## config.mk

```make
export PLATFORM = sky130hd
export DESIGN_NAME = hvac_output_sequencer
export DESIGN_NICKNAME = d
export VERILOG_FILES = /design/src/rtl/hvac_output_sequencer.sv
export SDC_FILE = /design/constraint.sdc
export NUM_CORES = 1
export LEC_CHECK = 0
export ABC_AREA = 1
export BUFFER_PORTS_ARGS = -buffer_cell sky130_fd_sc_hd__buf_2
export CORE_MARGIN = 2
export CORE_UTILIZATION = 58
export CTS_CLUSTER_SIZE = 12
export DETAILED_ROUTE_END_ITERATION = 8
export PLACE_DENSITY_LB_ADDON = 0.05
export REMOVE_ABC_BUFFERS = 1
export SLEW_MARGIN = 20
export SYNTH_ARGS = -nofsm -noshare
export SYNTH_HDL_FRONTEND = slang
export SYNTH_SLANG_ARGS = --single-unit
```

## constraint.sdc

```tcl
create_clock -name clk -period 2 [get_ports clk]
set_input_delay 0.1 -clock clk [delete_from_list [all_inputs] [get_ports clk]]
set_output_delay 0.1 -clock clk [all_outputs]
set_load 0.1 [all_outputs]
```

## src/rtl/hvac_output_sequencer.sv

```systemverilog
// rtl/hvac_output_sequencer.sv - HVAC actuator sequencer with min-run, fan overrun and anti-short-cycle lockout
module hvac_output_sequencer #(
    parameter int MIN_ON_CYCLES      = 16,
    parameter int FAN_OVERRUN_CYCLES = 8,
    parameter int MIN_OFF_CYCLES     = 32,
    parameter int CNT_W              = 16
) (
    input  logic       clk,
    input  logic       reset,
    input  logic       heat_req,
    input  logic       cool_req,
    output logic       heater_en,
    output logic       compressor_en,
    output logic       fan_en,
    output logic       lockout_active,
    output logic [2:0] state
);

    typedef enum logic [2:0] {
        S_IDLE    = 3'd0,
        S_HEAT    = 3'd1,
        S_COOL    = 3'd2,
        S_OVERRUN = 3'd3,
        S_LOCKOUT = 3'd4
    } state_t;

    // Terminal counts are compared against the timer, which starts at 0 on entry.
    localparam logic [CNT_W-1:0] ON_LAST  = CNT_W'(MIN_ON_CYCLES - 1);
    localparam logic [CNT_W-1:0] FAN_LAST = CNT_W'(FAN_OVERRUN_CYCLES - 1);
    localparam logic [CNT_W-1:0] OFF_LAST = CNT_W'(MIN_OFF_CYCLES - 1);
    localparam logic [CNT_W-1:0] CNT_ONE  = CNT_W'(1);
    localparam logic [CNT_W-1:0] CNT_MAX  = '1;

    state_t           state_q;
    state_t           state_d;
    logic [CNT_W-1:0] cnt;

    // State register; reset drops straight to IDLE, ignoring any pending lockout.
    always_ff @(posedge clk or posedge reset) begin
        if (reset) begin
            state_q <= S_IDLE;
        end else begin
            state_q <= state_d;
        end
    end

    // State timer: restarts on every transition, otherwise counts up and sticks at all-ones.
    always_ff @(posedge clk or posedge reset) begin
        if (reset) begin
            cnt <= '0;
        end else if (state_d != state_q) begin
            cnt <= '0;
        end else if (cnt != CNT_MAX) begin
            cnt <= cnt + CNT_ONE;
        end
    end

    // Next-state logic; conflicting requests in IDLE are never arbitrated.
    always_comb begin
        state_d = state_q;
        case (state_q)
            S_IDLE: begin
                if (heat_req && !cool_req) begin
                    state_d = S_HEAT;
                end else if (cool_req && !heat_req) begin
                    state_d = S_COOL;
                end
            end
            S_HEAT: begin
                if (!heat_req && (cnt >= ON_LAST)) begin
                    state_d = S_OVERRUN;
                end
            end
            S_COOL: begin
                if (!cool_req && (cnt >= ON_LAST)) begin
                    state_d = S_OVERRUN;
                end
            end
            S_OVERRUN: begin
                if (cnt == FAN_LAST) begin
                    state_d = S_LOCKOUT;
                end
            end
            S_LOCKOUT: begin
                if (cnt == OFF_LAST) begin
                    state_d = S_IDLE;
                end
            end
            default: begin
                state_d = S_IDLE;
            end
        endcase
    end

    // Moore output decode straight from the state register.
    always_comb begin
        heater_en      = 1'b0;
        compressor_en  = 1'b0;
        fan_en         = 1'b0;
        lockout_active = 1'b0;
        case (state_q)
            S_HEAT: begin
                heater_en = 1'b1;
                fan_en    = 1'b1;
            end
            S_COOL: begin
                compressor_en = 1'b1;
                fan_en        = 1'b1;
            end
            S_OVERRUN: begin
                fan_en = 1'b1;
            end
            S_LOCKOUT: begin
                lockout_active = 1'b1;
            end
            default: begin
                heater_en = 1'b0;
            end
        endcase
    end

    assign state = state_q;

endmodule

```

* Word-level counts from Yosys, hierarchy flattened
Index checks and enable logic that the tools add are counted.
Storage, ports and cells: register bits 19, input bits 4, output and inout port bits 7, logic and storage cells 34
Cells by class: add/sub/neg operators 1, order comparisons 1, equality and inequality tests 8, mux-type cells 13, reductions and logical operators 9
Operators by type and width (number):
- two-way mux 16 bit | 2
- two-way mux 3 bit | 6
- adder 16 x 1 -> 16 bit (second input constant) | 1
- equality test 16 x 3 -> 1 bit (second input constant) | 1
- equality test 16 x 5 -> 1 bit (second input constant) | 1
- >= comparator 16 x 4 -> 1 bit (second input constant) | 1
- != test 16 bit (second input constant) | 1
- case mux 3 bit (5 select lines) | 1
- equality test 3 x 2 -> 1 bit (second input constant) | 2
- logical AND 1 bit | 4
- two-way mux 1 bit | 4
- equality test 3 x 1 -> 1 bit (second input constant) | 1
- equality test 3 bit (second input constant) | 1
- zero test 3 bit | 1
- != test 3 bit | 1
- OR reduction 3 bit | 1
- zero test 1 bit | 2
- nonzero test 2 bit | 1

* Longest topological paths before layout
Gate-level depths: netlist of the first run.
depth after elaboration 7, gate-level depth with buffers 12, depth with buffers taken out 11

* Worst setup path before layout of the first run
OpenSTA, ideal clock, no wires.
path kind flip-flop to flip-flop, start reg state_q[1] (netlist: state[1]), end reg cnt[5], library setup time 0.069 ns, arrival time 3.260 ns, required time 1.931 ns, path slack -1.329 ns, stages on the path, launching flop included 11, buffers on the path 1, period minus slack after synthesis 3.329 ns, cell sequence dfrtp_1 inv_2 nor3_2 and2_1 nand2_1 nand3_2 nand2_1 nand2_2 nand2_4 buf_6 nor2_2
Between the ends: elaborated cells on any way between the ends 15, classes of those cells eq/ne (5); mux (8); reduce/logical (2)
RTL lines:
- from (decl) | line 34 | state_t state_q;
- from (signal assigned) | line 43 | state_q <= state_d;
- equality test 3 bit, or another cell as far along | line 61 | case (state_q)
- case mux 3 bit (5 select lines) (*) | line 61
- named net state_d[0] | line 35 | state_t state_d;
- != test 3 bit (*) | line 51 | end else if (state_d != state_q) begin
- two-way mux 16 bit or nonzero test 2 bit (tied branches)
- to (signal assigned) | line 54 | cnt <= cnt + CNT_ONE;
- to (decl) | line 36 | logic [CNT_W-1:0] cnt;
Mark *: on every way through the listed nets, which the timed path passes. The rest lies on a longest branch. A chain may end at the register's enable or synchronous reset.

* Final worst setup path of the first run
start reg cnt[0], end reg cnt[10]
Between the ends: cells in the longest elaborated chain, start to end 6, elaborated cells on any way between the ends 16, classes of those cells add/sub (1); order compare (1); eq/ne (4); mux (7); reduce/logical (3)
RTL lines (line):
- >= comparator 16 x 4 -> 1 bit | 70, 75
- logical AND 1 bit (on tied branches) | 75, 70
- two-way mux 3 bit (on tied branches) | 75, 70
- case mux 3 bit (5 select lines) | 61
- != test 3 bit | 51
- two-way mux 16 bit or nonzero test 2 bit (tied branches)
Parallel ways exist; a longest one is shown, timed or not. The select of a mux whose other input is x is not followed.

==> flow_metrics.tcl, run 1 <==
set metrics [dict create \
    ant_nets 0 \
    hold_viol 0 \
    worstSetupPathType "flop to flop" \
    synthToLayoutAreaGrowth_pct 9.11 \
    synthCells 179 \
    place.gp.congestion 0.842 \
    fmax_mhz 548 \
    clock_skew_ps 5.96 \
    die-area_sq_um 2650 \
    start_util_pct 60.1 \
    slew_headroom_pct 50.5 \
    dp_slack_ps 168 \
    routed_wl_um 2680 \
    crit_required_ps 2250 \
    overflow 0 \
    regArea_sq_um 475 \
    period_minus_slack_ps 1830 \
    rr_worst_depth 9 \
    die_y_um 51.4 \
    synth_cell_type_count 26 \
    power_density_nw_per_um2 1110 \
    wl_per_cell_um 12.1 \
    r2r-end "cnt[10]" \
    cts.sink_count 19 \
    dpl.cell_count 216 \
    fp-row-count 17 \
    endpoint_kind "flop" \
    hpwl_um 1920 \
    worst-path-max-fanout 7 \
    tightest_slew_ps 742 \
    post-cts-setup-buffers 0 \
    grt_setup_unrepaired "no" \
    first_global_vias 1088 \
    r2r_start "cnt[0]" \
    seq_area_frac_synth_pct 36.4 \
    cts_resized 0 \
    drive_above_1_share_pct 23.2 \
    post-route-period-util_pct 91.3 \
    final_common_cell "nand2_1" \
    ys_warn_count 0 \
    power.leakage_nw 0.660 \
    critPathSlowestCell "dfrtp_1" \
    cp.arrival_ps 2080 \
    worst_slack_ps 175 \
    io_pins 11 \
    clkSlewWorstSetupHoldPaths_ps 110 \
    drc_errors 0 \
    insertion_delay_ps 310 \
    fillCellCount 207 \
    cts_max_path_buffers 2 \
    antenna_found_initial 0 \
    hold_path_class "input port to flop" \
    maxCapViolCount 0 \
    vias 1167 \
    yosys_register_bits 19 \
    io_buffers 10 \
    setup_viol 0 \
    cts_tree "built" \
    cts.htree.levels 1 \
    cts.root.buffer_cell "clkbuf_4" \
    ir_drop_mv 1.15 \
    critical-path-max-stage-delay_ps 400 \
    drtPass1Iterations 4 \
    crit_start "cnt[0]" \
    slew_viol_final 0 \
    outcome "finished clean" \
    critPathLaunchType "flop" \
    nets 200 \
    r2r_setup_slack_ps 170 \
    grt_pass1_wl_um 4570 \
    crit_path_end "cnt[10]" \
    crit_path_frequent_cell "nor2_2" \
    die_w_um 51.4 \
    cp_cell_sequence "ha_1 > nand3_2 > nor2_2 > nand2_2 > nor2_4 > nand4_2 > nand3_1 > o21ai_1 > nor2_2" \
    netlist_area_sq_um 1310 \
    antenna_cells 0 \
    numCtsBuffers 3 \
    layout_common_cells "31 x nand2_1, 29 x nor2_1, 23 x inv_1, 19 x dfrtp_1, 18 x nand3_1" \
    core_area_sq_um 2170 \
    drtIter0Drc 44 \
    hold_slack_ps 137 \
    synth.avg_cell_area_sq_um 7.29 \
    multi_input_area_sq_um 722 \
    grt_usage_pct 22.8 \
    fin_cells 222 \
    routed_via_density 5.26 \
    grt_max_degree 20 \
]
-- layer usage --
metal / global-route usage, % / vias up / part of all wire (%)
li1: - / 608 / -
met1: 30.3 / 529 / 46
met2: 38.2 / 25 / 48
met3: 2.63 / 5 / 3.7
met4: 8.33 / 0 / 1.6
met5: 0 / - / 0
-- registers in the layout, summed over array words and instances (netlist names) --
register,flops
cnt,16
state,3
-- synthesized netlist by cell type --
master	instances	share of area, %
and2_1	1	0.48
nor3_2	3	2.3
a21oi_1	2	0.77
nor3_1	2	0.77
nand2_2	3	1.4
nand3_1	18	6.9
nand2_1	31	8.9
nand4_1	3	1.4
o41ai_1	1	0.67
nor2_2	11	5.3
nand4_4	1	1.6
o21ai_0	5	1.9
buf_6	2	1.7
nand3_2	3	2.3
ha_1	1	0.96
nand2_4	1	0.86
xnor2_1	1	0.67
dfrtp_1	19	36
a21oi_2	1	0.67
inv_2	3	0.86
nor4_1	1	0.48
inv_1	23	6.6
o2111ai_1	1	0.67
nor2_1	29	8.3
o21ai_1	9	3.5
nor2_4	4	3.5
-- how the worst min path moves through the flow --
| stage | start | end | slack [ps] | cells past startpoint |
|---|---|---|---|---|
| floorplan | reset | cnt[0] | 50 | 1 |
| global placement | reset | cnt[15] | 240 | 2 |
| detailed placement | reset | cnt[5] | 250 | 2 |
| CTS | heat_req | state[1] | 130 | 4 |
| global route | heat_req | state[1] | 170 | 4 |
| finish | heat_req | state[1] | 140 | 4 |
-- power breakdown --
| part | switching [mW] | internal [mW] | total [mW] |
|---|---|---|---|
| combinational | 0.739 | 0.166 | 0.906 |
| sequential | 0.0545 | 0.421 | 0.476 |
| clock | 0.123 | 0.0780 | 0.201 |
-- per-stage QoR --
stage               power [mW]  instance area (sq um)  utilization [%]  TNS, ps
global route              1.69                   1420             65.6        0
finish                    1.58                   1420             65.6        0
global placement          1.38                   1380             63.4        0
floorplan                 1.26                   1280                -   -24270
CTS                       1.60                   1410             65.1        0
detailed placement        1.40                   1380             63.4        0
-- repair_timing --
action / in CTS / in global routing
hold endpoints to repair: 19 / 0
endpoints found under the setup margin: 0 / 1
hold buffers: 1 / 0
-- kinds of logic (layout without fill, tap and decap cells) --
| kind of cell | after synthesis | in the layout | share of synthesized area [%] |
|---|---|---|---|
| AOI/OAI and AO/OA | 19 | 19 | 8.15 |
| xor gates and xnor gates | 1 | 1 | 0.671 |
| adders and majority gates | 1 | 1 | 0.959 |
| buffers and inverters | 28 | 42 | 9.20 |
| DFF | 19 | 19 | 36.4 |
| and+or+nand+nor | 111 | 112 | 44.6 |
-- area by class of cell --
class	count	share of cell area, %
Clock buffer	4	1.85
Inverter	26	6.85
Multi-Input combinational cell	133	50.7
Sequential cell	19	33.4
Tap cell	28	2.46
Timing Repair Buffer	12	4.75
-- worst max-delay path, delay by kind of cell, from the launching register on --
kind / cells / cell delay [ps]
flops: 1 / 400
compound gates: 1 / 90
fa+ha+maj: 1 / 250
simple gates: 7 / 1020
(Power assumes the default switching activity.)
==> run 2: changes to the inputs <==
REMOVE_ABC_BUFFERS = default   (was 1)
==> run 2 against run 1 <==
  * Power increased by 3.6%
  * First-iteration DRC count decreased by 20%
  * Critical path depth unchanged
  * Non-clock buffer count unchanged
  * Global-route usage increased by 0.95 points
  * Die area unchanged
  * Fmax decreased by 0.49%
  * Flip-flop and latch count unchanged
  * Register-to-register slack about the same
  * Clock skew increased by 6.4 ps
  * Routed wire length increased by 1.4%
==> flow_metrics.tcl, run 2 (synthesis results as in run 1) <==
set metrics [dict create \
    grt_pass1_wl_um 4650 \
    drtPass1Iterations 4 \
    slew_viol_final 0 \
    routed_wl_um 2720 \
    cts.root.buffer_cell "clkbuf_4" \
    post-cts-setup-buffers 0 \
    crit_required_ps 2250 \
    drc_errors 0 \
    post-route-period-util_pct 91.7 \
    grt_max_degree 20 \
    power_density_nw_per_um2 1130 \
    start_util_pct 60.1 \
    io_buffers 10 \
    fin_total_pwr_mw 1.64 \
    hold_viol 0 \
    worst-path-max-fanout 7 \
    cts_max_path_buffers 2 \
    first_global_vias 1071 \
    clock_skew_ps 12.3 \
    antenna_found_initial 0 \
    die_w_um 51.4 \
    ant_nets 0 \
    worstSetupPathType "flop to flop" \
    critPathLaunchType "flop" \
    drive_above_1_share_pct 25.8 \
    cts.sink_count 19 \
    r2r-end "cnt[8]" \
    cp.arrival_ps 2080 \
    synthToLayoutAreaGrowth_pct 11.5 \
    outcome "finished clean" \
    routed_via_density 5.47 \
    core_area_sq_um 2170 \
    r2r_setup_slack_ps 170 \
    io_pins 11 \
    vias 1215 \
    hold_depth 4 \
    numCtsBuffers 3 \
    cts.htree.levels 1 \
    final_common_cell "nand2_1" \
    cts_tree "built" \
    grt_setup_unrepaired "no" \
    drtIter0Drc 35 \
    rr_worst_depth 9 \
    slew_headroom_pct 53.5 \
    wl_per_cell_um 12.3 \
    placed_cell_area_sq_um 1400 \
    clkSlewWorstSetupHoldPaths_ps 110 \
    maxCapViolCount 0 \
    power.leakage_nw 0.659 \
    hpwl_um 2020 \
    fin_area_sq_um 1460 \
    r2r_start "cnt[0]" \
    grt_usage_pct 23.8 \
    synth.net_count 184 \
    fmax_mhz 545 \
    min_to "state[1]" \
    largest_reg_flops 16 \
    die_y_um 51.4 \
    fp-row-count 17 \
    nets 200 \
    largest-register "cnt" \
    place.gp.congestion 0.849 \
    tightest_slew_ps 697 \
    overflow 0 \
    die-area_sq_um 2650 \
    setup_viol 0 \
    endpoint_kind "flop" \
    layout_common_cells "31 x nand2_1, 28 x nor2_1, 23 x inv_1, 18 x nand3_1, 16 x dfrtp_1" \
    period_minus_slack_ps 1830 \
    insertion_delay_ps 310 \
    antenna_cells 0 \
    hold_start "heat_req" \
    ir_drop_mv 1.32 \
    hold_path_class "input port to flop" \
]
-- run 2: cell counts in the layout (fill, tap and decap cells not counted) --
No cell type changed its count.
-- run 2: repair_timing --
item	in CTS	in global routing
hold buffers	1	0
endpoints found under the hold margin	19	0
setup endpoints to repair	0	12
resized for setup	0	1
-- run 2: critical path: stages (launching register included) --
cell and delay [ps]:
dfrtp_1 420, ha_2 250, nand3_2 100, nor2_2 130
nand2_2 100, nor2_4 210, nand4_2 240, nand3_1 130
o21ai_1 100, nor2_2 120
-- run 2: routing by layer --
metal | routed length (um) | vias up | share of wire (%) | GRT usage, %
met4 | 61 | 0 | 2.2 | 9.21
met2 | 1310 | 45 | 48 | 39.1
met3 | 138 | 9 | 5.1 | 3.80
met1 | 1210 | 548 | 45 | 31.3
li1 | - | 613 | - | -
met5 | 0 | - | 0 | 0
-- run 2: how the worst max path moves through the flow --
stage,startpoint,endpoint,cells past startpoint
5_1_grt,cnt[0],cnt[7],9
6_report,cnt[0],cnt[8],9
3_3_place_gp,cnt[0],cnt[11],9
4_1_cts,cnt[0],cnt[11],9
3_5_place_dp,cnt[0],cnt[11],9
2_1_floorplan,state[1],cnt[5],10
-- run 2: area by class of cell --
cell class	count	area [sq um]
clock buffers	4	26.3
fillers	200	714
inverters	26	100
multi-input cells	133	739
flip-flops and latches	19	487
well taps	28	35.0
repair buffers	12	67.6
-- run 2: power breakdown --
group,switching [mW],total [mW],internal [mW]
logic,0.761,0.937,0.176
clock network,0.118,0.196,0.0779
registers,0.0707,0.506,0.435
-- run 2: per-stage QoR --
step | util, % | std cells | setup TNS, ps | hold slack (ps) | setup WS, ps
floorplan | - | 179 | -5710 | 51.2 | -409
global placement | 64.7 | 216 | 0 | 229 | 245
detailed placement | 64.7 | 216 | 0 | 245 | 126
CTS | 66.4 | 221 | 0 | 128 | 106
global route | 67.1 | 222 | 0 | 134 | 16.2
finish | 67.1 | 222 | 0 | 137 | 166
